## config.mk

```make
export PLATFORM = sky130hd
export DESIGN_NAME = led_arbiter
export DESIGN_NICKNAME = d
export VERILOG_FILES = /design/src/rtl/led_arbiter.sv
export SDC_FILE = /design/constraint.sdc
export NUM_CORES = 1
export LEC_CHECK = 0
export CAP_MARGIN = 10
export CORE_ASPECT_RATIO = 1.2
export CORE_MARGIN = 2
export CORE_UTILIZATION = 51
export CTS_BUF_LIST = sky130_fd_sc_hd__clkbuf_8
export DETAILED_ROUTE_END_ITERATION = 12
export GPL_TIMING_DRIVEN = 0
export PLACE_DENSITY = 0.82
export SETUP_SLACK_MARGIN = 0.15
export SLEW_MARGIN = 20
export SYNTH_ARGS = -nofsm -noshare
export SYNTH_HDL_FRONTEND = slang
export SYNTH_SLANG_ARGS = --single-unit
```

## constraint.sdc

```tcl
create_clock -name SYSCLK -period 2.55 [get_ports SYSCLK]
set_input_delay 0.255 -clock SYSCLK [delete_from_list [all_inputs] [get_ports SYSCLK]]
set_output_delay 0.255 -clock SYSCLK [all_outputs]
set_load 0.02 [all_outputs]
```

## src/rtl/led_arbiter.sv

```systemverilog
// led_arbiter
//   Fixed-priority arbiter for the board RGB status LED. Three requesters
//   compete for the LED; the winner holds it for at least DWELL prescaled
//   ticks, shown steady or blinking in the colour captured at grant time.
//
//   Parameters
//     CLKDIV  SYSCLK cycles per tick (>= 1)
//     DWELL   minimum hold per grant, in ticks (>= 1)
//
//   Ports
//     SYSCLK                      system clock, rising edge
//     RESET                       asynchronous, active-high reset
//     REQ[2:0]                    request levels, bit 0 highest priority
//     COLOR0/1/2[2:0]             per-source colour {R,G,B}, sampled at grant
//     BLINK[2:0]                  per-source blink enable, sampled at grant
//     GRANT[2:0]                  one-hot owner, 0 when nobody owns the LED
//     BUSY                        high while holding or in the gap cycle
//     LED_RED/LED_GREEN/LED_BLUE  registered active-high LED drive
module led_arbiter #(
  parameter int unsigned CLKDIV = 5,
  parameter int unsigned DWELL  = 4
) (
  input  logic       SYSCLK,
  input  logic       RESET,
  input  logic [2:0] REQ,
  input  logic [2:0] COLOR0,
  input  logic [2:0] COLOR1,
  input  logic [2:0] COLOR2,
  input  logic [2:0] BLINK,
  output logic [2:0] GRANT,
  output logic       BUSY,
  output logic       LED_RED,
  output logic       LED_GREEN,
  output logic       LED_BLUE
);

  localparam int unsigned PW = (CLKDIV > 1) ? $clog2(CLKDIV) : 1;
  localparam int unsigned DW = (DWELL > 1) ? $clog2(DWELL + 1) : 1;
  localparam logic [PW-1:0] CNT_MAX  = PW'(CLKDIV - 1);
  localparam logic [DW-1:0] DWELL_LD = DW'(DWELL);

  typedef enum logic [1:0] {
    IDLE = 2'd0,
    HOLD = 2'd1,
    GAP  = 2'd2
  } state_t;

  state_t        state, state_n;
  logic [2:0]    grant_n;
  logic          busy_n;
  logic [2:0]    led_q, led_n;
  logic [PW-1:0] cnt, cnt_n;
  logic [DW-1:0] dwell, dwell_n;
  logic          phase, phase_n;
  logic [2:0]    lat_color, lat_color_n;
  logic          lat_blink, lat_blink_n;

  logic [2:0]    win_oh;
  logic [2:0]    sel_color;
  logic          sel_blink;
  logic          tick;
  logic          owner_req;
  logic          higher_req;

  // Lowest set bit of REQ is the winner (two's-complement isolate).
  assign win_oh    = REQ & (~REQ + 3'd1);
  assign sel_color = ({3{win_oh[0]}} & COLOR0)
                   | ({3{win_oh[1]}} & COLOR1)
                   | ({3{win_oh[2]}} & COLOR2);
  assign sel_blink = |(win_oh & BLINK);

  assign tick       = (state == HOLD) && (cnt == CNT_MAX);
  assign owner_req  = |(REQ & GRANT);
  // GRANT-1 masks every index below the one-hot owner, i.e. higher priority.
  assign higher_req = |(REQ & (GRANT - 3'd1));

  always_comb begin
    state_n     = state;
    grant_n     = GRANT;
    led_n       = led_q;
    cnt_n       = cnt;
    dwell_n     = dwell;
    phase_n     = phase;
    lat_color_n = lat_color;
    lat_blink_n = lat_blink;

    unique case (state)
      IDLE, GAP: begin
        if (REQ != 3'b000) begin
          state_n     = HOLD;
          grant_n     = win_oh;
          lat_color_n = sel_color;
          lat_blink_n = sel_blink;
          dwell_n     = DWELL_LD;
          cnt_n       = '0;
          phase_n     = 1'b1;
          led_n       = sel_color;
        end else begin
          state_n = IDLE;
          grant_n = '0;
          led_n   = '0;
        end
      end

      HOLD: begin
        if ((dwell == '0) && (!owner_req || higher_req)) begin
          state_n = GAP;
          grant_n = '0;
          led_n   = '0;
        end else begin
          cnt_n = tick ? '0 : cnt + 1'b1;
          if (tick) begin
            phase_n = ~phase;
            if (dwell != '0) begin
              dwell_n = dwell - 1'b1;
            end
          end
          // LED follows the phase value that becomes current at this edge,
          // so the registered output and the phase register stay aligned.
          led_n = lat_color & {3{phase_n | ~lat_blink}};
        end
      end

      default: begin
        state_n = IDLE;
        grant_n = '0;
        led_n   = '0;
      end
    endcase

    busy_n = (state_n != IDLE);
  end

  always_ff @(posedge SYSCLK or posedge RESET) begin
    if (RESET) begin
      state     <= IDLE;
      GRANT     <= '0;
      BUSY      <= 1'b0;
      led_q     <= '0;
      cnt       <= '0;
      dwell     <= '0;
      phase     <= 1'b1;
      lat_color <= '0;
      lat_blink <= 1'b0;
    end else begin
      state     <= state_n;
      GRANT     <= grant_n;
      BUSY      <= busy_n;
      led_q     <= led_n;
      cnt       <= cnt_n;
      dwell     <= dwell_n;
      phase     <= phase_n;
      lat_color <= lat_color_n;
      lat_blink <= lat_blink_n;
    end
  end

  assign LED_RED   = led_q[2];
  assign LED_GREEN = led_q[1];
  assign LED_BLUE  = led_q[0];

endmodule

```

==> results.toml, run 1 <==
[critical_path]
slowest_stage = "dfrtp_1"
crit_required_ns = 2.70
critPathLaunchType = "flop"
critical-path-top-delay-family = "simple AND/OR/NAND/NOR gates"
crit_chain = "inv_1 -> ha_1 -> and2b_2 -> o21ai_4 -> nand3_4 -> mux2_4"
crit_buf_inv = 1
max_stage_delay_ns = 0.38
crit_type = "flop to flop"
crit_arrival_ns = 1.90
path_max_fanout = 9
worstSetupEndpointType = "flop"

[logic_synthesis]
syn_avg_cell_area_um2 = 10.2
yosys.area.top_type = "dfrtp_1"
ys_warn_count = 0
yosys_most_used_dff = "dfrtp_1"
synth.cell_area_um2 = 1130
synth_cell_types = 37
synthTopCellsByArea = "dfrtp_1 (42%), ha_1 (5.6%), inv_1 (4.7%), nand2_1 (4.0%), o21ai_0 (3.6%)"
postSynthRegisterBits = 20
syn-num-nets = 132
synth-async-reset-ratio_pct = 100
netlist.area_leader.share_pct = 42.2
synth-edff-count = 0
synth_cells = 110
synth-seq-area-share_pct = 44.6

[clocking]
cts_buffer_depth = 2
cts_resized = 0
ctsRootBufferMaster = "clkbuf_8"
numCtsBuffers = 3
clk_latency_ns = 0.26
htreeDepth = 1
post_cts_buffers = 0
cts_tree = "done"
path_clk_slew_ns = 0.08
cts_sinks = 20
cts-hold-fix-buffers = 0

[routing]
drt_iter0_drc = 24
ant_nets = 0
routed_wl_um = 2210
viasPerCell = 5.38
vias = 888
firstDrtPassIters = 4
wl_per_cell_um = 13.4
drc_errors = 0

[placed_design]
numPortBuffers = 21
hpwlAfterDp_um = 1720
gp_congestion = 0.783

[timing]
whs_ns = 0.273
finalSetupTns_ns = 0
rsz0062_at_grt = "no"
finalCritPeriodShare_pct = 68.8
maxSlewViolCount = 0
worst_pin_slew_ns = 0.747
skew_ns = 0.00836
relSlewSlack_pct = 50.1
finalHoldViolCount = 0
max_freq_mhz = 570
setup_viol = 0
period_needed_ns = 1.75

[floorplanning]
initial_core_util_pct = 54.3
ios = 24
fp.dieH_um = 55.5
core_region_area_um2 = 2070
dieWidth_um = 46.9
fp.dieArea_um2 = 2600
rows = 18

[flow_run]
cap_viol_max_count = 0

[outcome]
status = "completed"

[global_routing]
grt_antenna_before_repair = 0
grt_pass1_vias = 851
grt_pass1_wl_um = 3730
grt.total_usage_pct = 19.5
grt_overflow = 0
grt_start_max_net_pins = 21

[final_layout]
layout_common_cells = "clkdlybuf4s50_1 (21), dfrtp_1 (19), inv_1 (14), nand2_1 (12), nor2_1 (9)"
drive_gt1_share_pct = 16.3
fin_nets = 158
area_growth_pct = 28.3
final_common_cell = "clkdlybuf4s50_1"
diodes = 0

[power_and_ir_drop]
cellPowerDensity_nw_per_um2 = 1200
power_leakage_nw = 0.633
max-vdd-ir-drop_mv = 0.795

[hold_path]
hold_class = "input port to flop"
## flip-flops by register name, summed over array words and instances (netlist names)
register,count
BUSY,1
led_q,3
state,2
phase,1
lat_color,3
cnt,3
dwell,3
GRANT,3
lat_blink,1
## final timing paths
kind,from,to,slack (ns),depth (start not counted)
worst max-delay path,GRANT[0],cnt[1],0.80,6
worst min-delay path,REQ[1],GRANT[1],0.27,3
worst max register to register,GRANT[0],cnt[1],0.80,6
worst min register to register,dwell[2],dwell[2],0.48,1
max in group asynchronous,RESET,dwell[2],1.66,2
min in group asynchronous,RESET,led_q[2],0.41,2
## routing by layer
metal / vias to the layer above / global-route usage [%] / routed length, um
met3: 4 / 2.29 / 74
met4: 0 / 9.52 / 40
li1: 436 / - / -
met2: 20 / 31.1 / 1140
met1: 428 / 25.1 / 957
met5: - / 0 / 0
## cell usage after synthesis, types with 2 or more instances
cell type / number
nor2_1: 9
a221o_1: 3
o21ai_0: 8
ha_1: 5
o31ai_1: 4
nand3_1: 2
mux2i_1: 2
buf_4: 2
dfrtp_1: 19
inv_1: 14
nand2_1: 12
and2b_2: 3
o211ai_1: 3
## per-stage QoR
stage	cell area [um2]	cells	setup WS [ns]	util (%)	power, mW
global placement	1370	161	0.754	66.3	1.39
floorplan	1130	110	0.795	-	1.17
global route	1450	165	0.702	69.7	1.86
detailed placement	1370	161	0.720	66.3	1.42
CTS	1450	165	0.773	69.7	1.75
finish	1450	165	0.795	69.7	1.73
## power by group
group	internal (mW)	switching, mW	total, mW
Sequential	0.464	0.0827	0.546
Clock	0.210	0.109	0.319
Combinational	0.398	0.470	0.868
Total	1.07	0.662	1.73
## worst register-to-register path: stages, from the launching register on
cell and delay [ns]:
dfrtp_1 0.38, inv_1 0.07, ha_1 0.27, and2b_2 0.23, o21ai_4 0.19, nand3_4 0.17, mux2_4 0.33
## final cells by class
type / instances / area [um2]
Fill cell: 173 / 627
Clock buffer: 3 / 41.3
Timing Repair Buffer: 21 / 210
Clock inverter: 1 / 30.0
Multi-Input combinational cell: 73 / 546
Sequential cell: 20 / 502
Inverter: 14 / 52.6
Buffer: 3 / 26.3
Tap cell: 30 / 37.5
## logic make-up (layout without fill, tap and decap cells)
logic type | count (synthesis) | count (layout) | synth area share, %
xor+xnor | 1 | 1 | 0.778
mux | 3 | 3 | 3.11
simple gates | 35 | 35 | 17.2
fa+ha+maj | 5 | 5 | 5.56
flops | 20 | 20 | 44.6
compound gates | 29 | 29 | 21.8
buf+inv | 17 | 42 | 7.00
Note: power is estimated with default switching activity, not from simulation.
==> inputs of run 2 (changes only) <==
--- a/config.mk
+++ b/config.mk
@@ -8,11 +8,11 @@
 export CAP_MARGIN = 10
 export CORE_ASPECT_RATIO = 1.2
 export CORE_MARGIN = 2
-export CORE_UTILIZATION = 51
+export CORE_UTILIZATION = 47
 export CTS_BUF_LIST = sky130_fd_sc_hd__clkbuf_8
 export DETAILED_ROUTE_END_ITERATION = 12
 export GPL_TIMING_DRIVEN = 0
-export PLACE_DENSITY = 0.82
+export PLACE_DENSITY = 0.8
 export SETUP_SLACK_MARGIN = 0.15
 export SLEW_MARGIN = 20
 export SYNTH_ARGS = -nofsm -noshare
==> constraint.sdc (replaced) <==
create_clock -name SYSCLK -period 1.4 [get_ports SYSCLK]
set_input_delay 0.14 -clock SYSCLK [delete_from_list [all_inputs] [get_ports SYSCLK]]
set_output_delay 0.14 -clock SYSCLK [all_outputs]
set_load 0.02 [all_outputs]
==> results.toml, run 2 (synthesized netlist as in run 1, its figures left out) <==
[outcome]
status = "finished with violations"
violations = "setup timing"

[flow_run]
cap_viol_max_count = 0

[routing]
ant_nets = 0
wl_per_cell_um = 14.3
drc_errors = 0
vias = 921
viasPerCell = 5.29
drt_iter0_drc = 26
routed_wl_um = 2480
firstDrtPassIters = 4

[global_routing]
grt_pass1_vias = 915
grt_pass1_wl_um = 4170
grt.total_usage_pct = 19.5
grt_overflow = 0
grt_start_max_net_pins = 21
grt_antenna_before_repair = 0

[clocking]
path_clk_slew_ns = 0.08
cts_sinks = 20
cts-hold-fix-buffers = 0
clk_latency_ns = 0.26
numCtsBuffers = 3
cts_buffer_depth = 2
ctsRootBufferMaster = "clkbuf_8"
cts_tree = "done"
htreeDepth = 1

[critical_path]
worstSetupEndpointType = "flop"
critPathLaunchType = "flop"
r2r-end = "cnt[1]"
slowest_stage = "dfrtp_2"
rrSetupSlack_ns = -0.26
crit_arrival_ns = 1.81
timing.rr.start = "GRANT[0]"
crit_chain = "inv_2 -> ha_4 -> and2b_2 -> o21ai_4 -> nand3_4 -> mux2_4"
crit_required_ns = 1.55
crit_buf_inv = 1
crit_type = "flop to flop"
ff2ff_path_depth = 6
max_stage_delay_ns = 0.38
critical-path-top-delay-family = "flip-flops"
path_max_fanout = 8

[placed_design]
hpwlAfterDp_um = 1740
gp_congestion = 0.752
dpl_cell_area_um2 = 1380
numPortBuffers = 21
pre_cts_ws_ns = -0.304

[final_layout]
layout_common_cells = "dfrtp_1 (17), clkdlybuf4s50_1 (13), nand2_1 (11), buf_4 (10), inv_1 (9)"
diodes = 0
stdcell_area_um2 = 1540
area_growth_pct = 37.0
final_common_cell = "dfrtp_1"
fillers = 188
drive_gt1_share_pct = 32.9
fin_nets = 166

[timing]
skew_ns = 0.00275
worst_pin_slew_ns = 0.742
finalCritPeriodShare_pct = 118
setup_viol = 13
period_needed_ns = 1.66
max_freq_mhz = 604
rsz0062_at_grt = "yes"
relSlewSlack_pct = 50.5
fin_ws_ns = -0.255
maxSlewViolCount = 0
finalHoldViolCount = 0

[hold_path]
min_to = "GRANT[1]"
min_path_cells = 3
worstHoldStart = "REQ[1]"
hold_class = "input port to flop"

[power_and_ir_drop]
max-vdd-ir-drop_mv = 1.41
finalPower_mw = 3.36
power_leakage_nw = 0.689
cellPowerDensity_nw_per_um2 = 2170

[floorplanning]
fp.dieH_um = 57.6
initial_core_util_pct = 49.3
fp.dieArea_um2 = 2810
dieWidth_um = 48.7
ios = 24
rows = 19
core_region_area_um2 = 2280
[run 2: cell count changes in the layout (fill, tap and decap cells not counted), sizes merged]
| cell | change |
|---|---|
| buf | +8 |
| bufinv | -1 |
| clkbuf | +3 |
| clkdlybuf4s50 | -8 |
| dlygate4sd2 | +6 |
[run 2: final cells by class]
cell class	instances	area (um2)	area share (%)
buffer	3	26.3	1.70
clock buffer	4	55.1	3.57
inverter	14	52.6	3.41
multi-input combinational	73	613	39.7
sequential	20	504	32.7
tap	31	38.8	2.51
timing repair buffer	29	253	16.4
[run 2: power breakdown]
| group | switching, mW | total, mW | internal, mW |
|---|---|---|---|
| sequential | 0.174 | 1.02 | 0.849 |
| combinational | 0.988 | 1.88 | 0.894 |
| clock | 0.198 | 0.449 | 0.251 |
| total | 1.36 | 3.36 | 1.99 |
[run 2: worst max path at each step]
stage	slack, ns	from	to	depth (start not counted)
floorplan	-0.26	GRANT[0]	cnt[1]	6
global placement	-0.28	REQ[2]	phase	5
detailed placement	-0.30	REQ[2]	phase	5
CTS	-0.28	GRANT[0]	cnt[1]	6
global route	-0.29	GRANT[0]	cnt[1]	6
finish	-0.26	GRANT[0]	cnt[1]	6
[run 2: worst reg2reg max path: stages, from the launching register on]
cell and delay [ns]:
dfrtp_2 0.38, inv_2 0.05, ha_4 0.24, and2b_2 0.22, o21ai_4 0.17, nand3_4 0.15
mux2_4 0.32
[run 2: what timing repair did]
item	4_1_cts	5_1_grt
gates resized for setup	19	11
pin swaps	5	5
endpoints found under the hold margin	0	0
cloned	0	0
setup buffers	6	2
endpoints found under the setup margin	25	21
[run 2: metal layers]
| layer | global-route usage (%) | part of all wire [%] |
|---|---|---|
| met1 | 23.9 | 40 |
| met4 | 8.98 | 1.8 |
| met2 | 35.0 | 56 |
| met3 | 1.55 | 1.8 |
| met5 | 0 | 0 |
[run 2: per-stage QoR]
stage | std cells | hold slack (ns) | setup TNS [ns] | util (%)
floorplan | 110 | 0.103 | -1.33 | -
global placement | 162 | 0.434 | -2.53 | 60.4
detailed placement | 162 | 0.435 | -3.41 | 60.4
CTS | 172 | 0.166 | -2.11 | 66.0
global route | 174 | 0.203 | -2.88 | 67.6
finish | 174 | 0.175 | -2.07 | 67.6
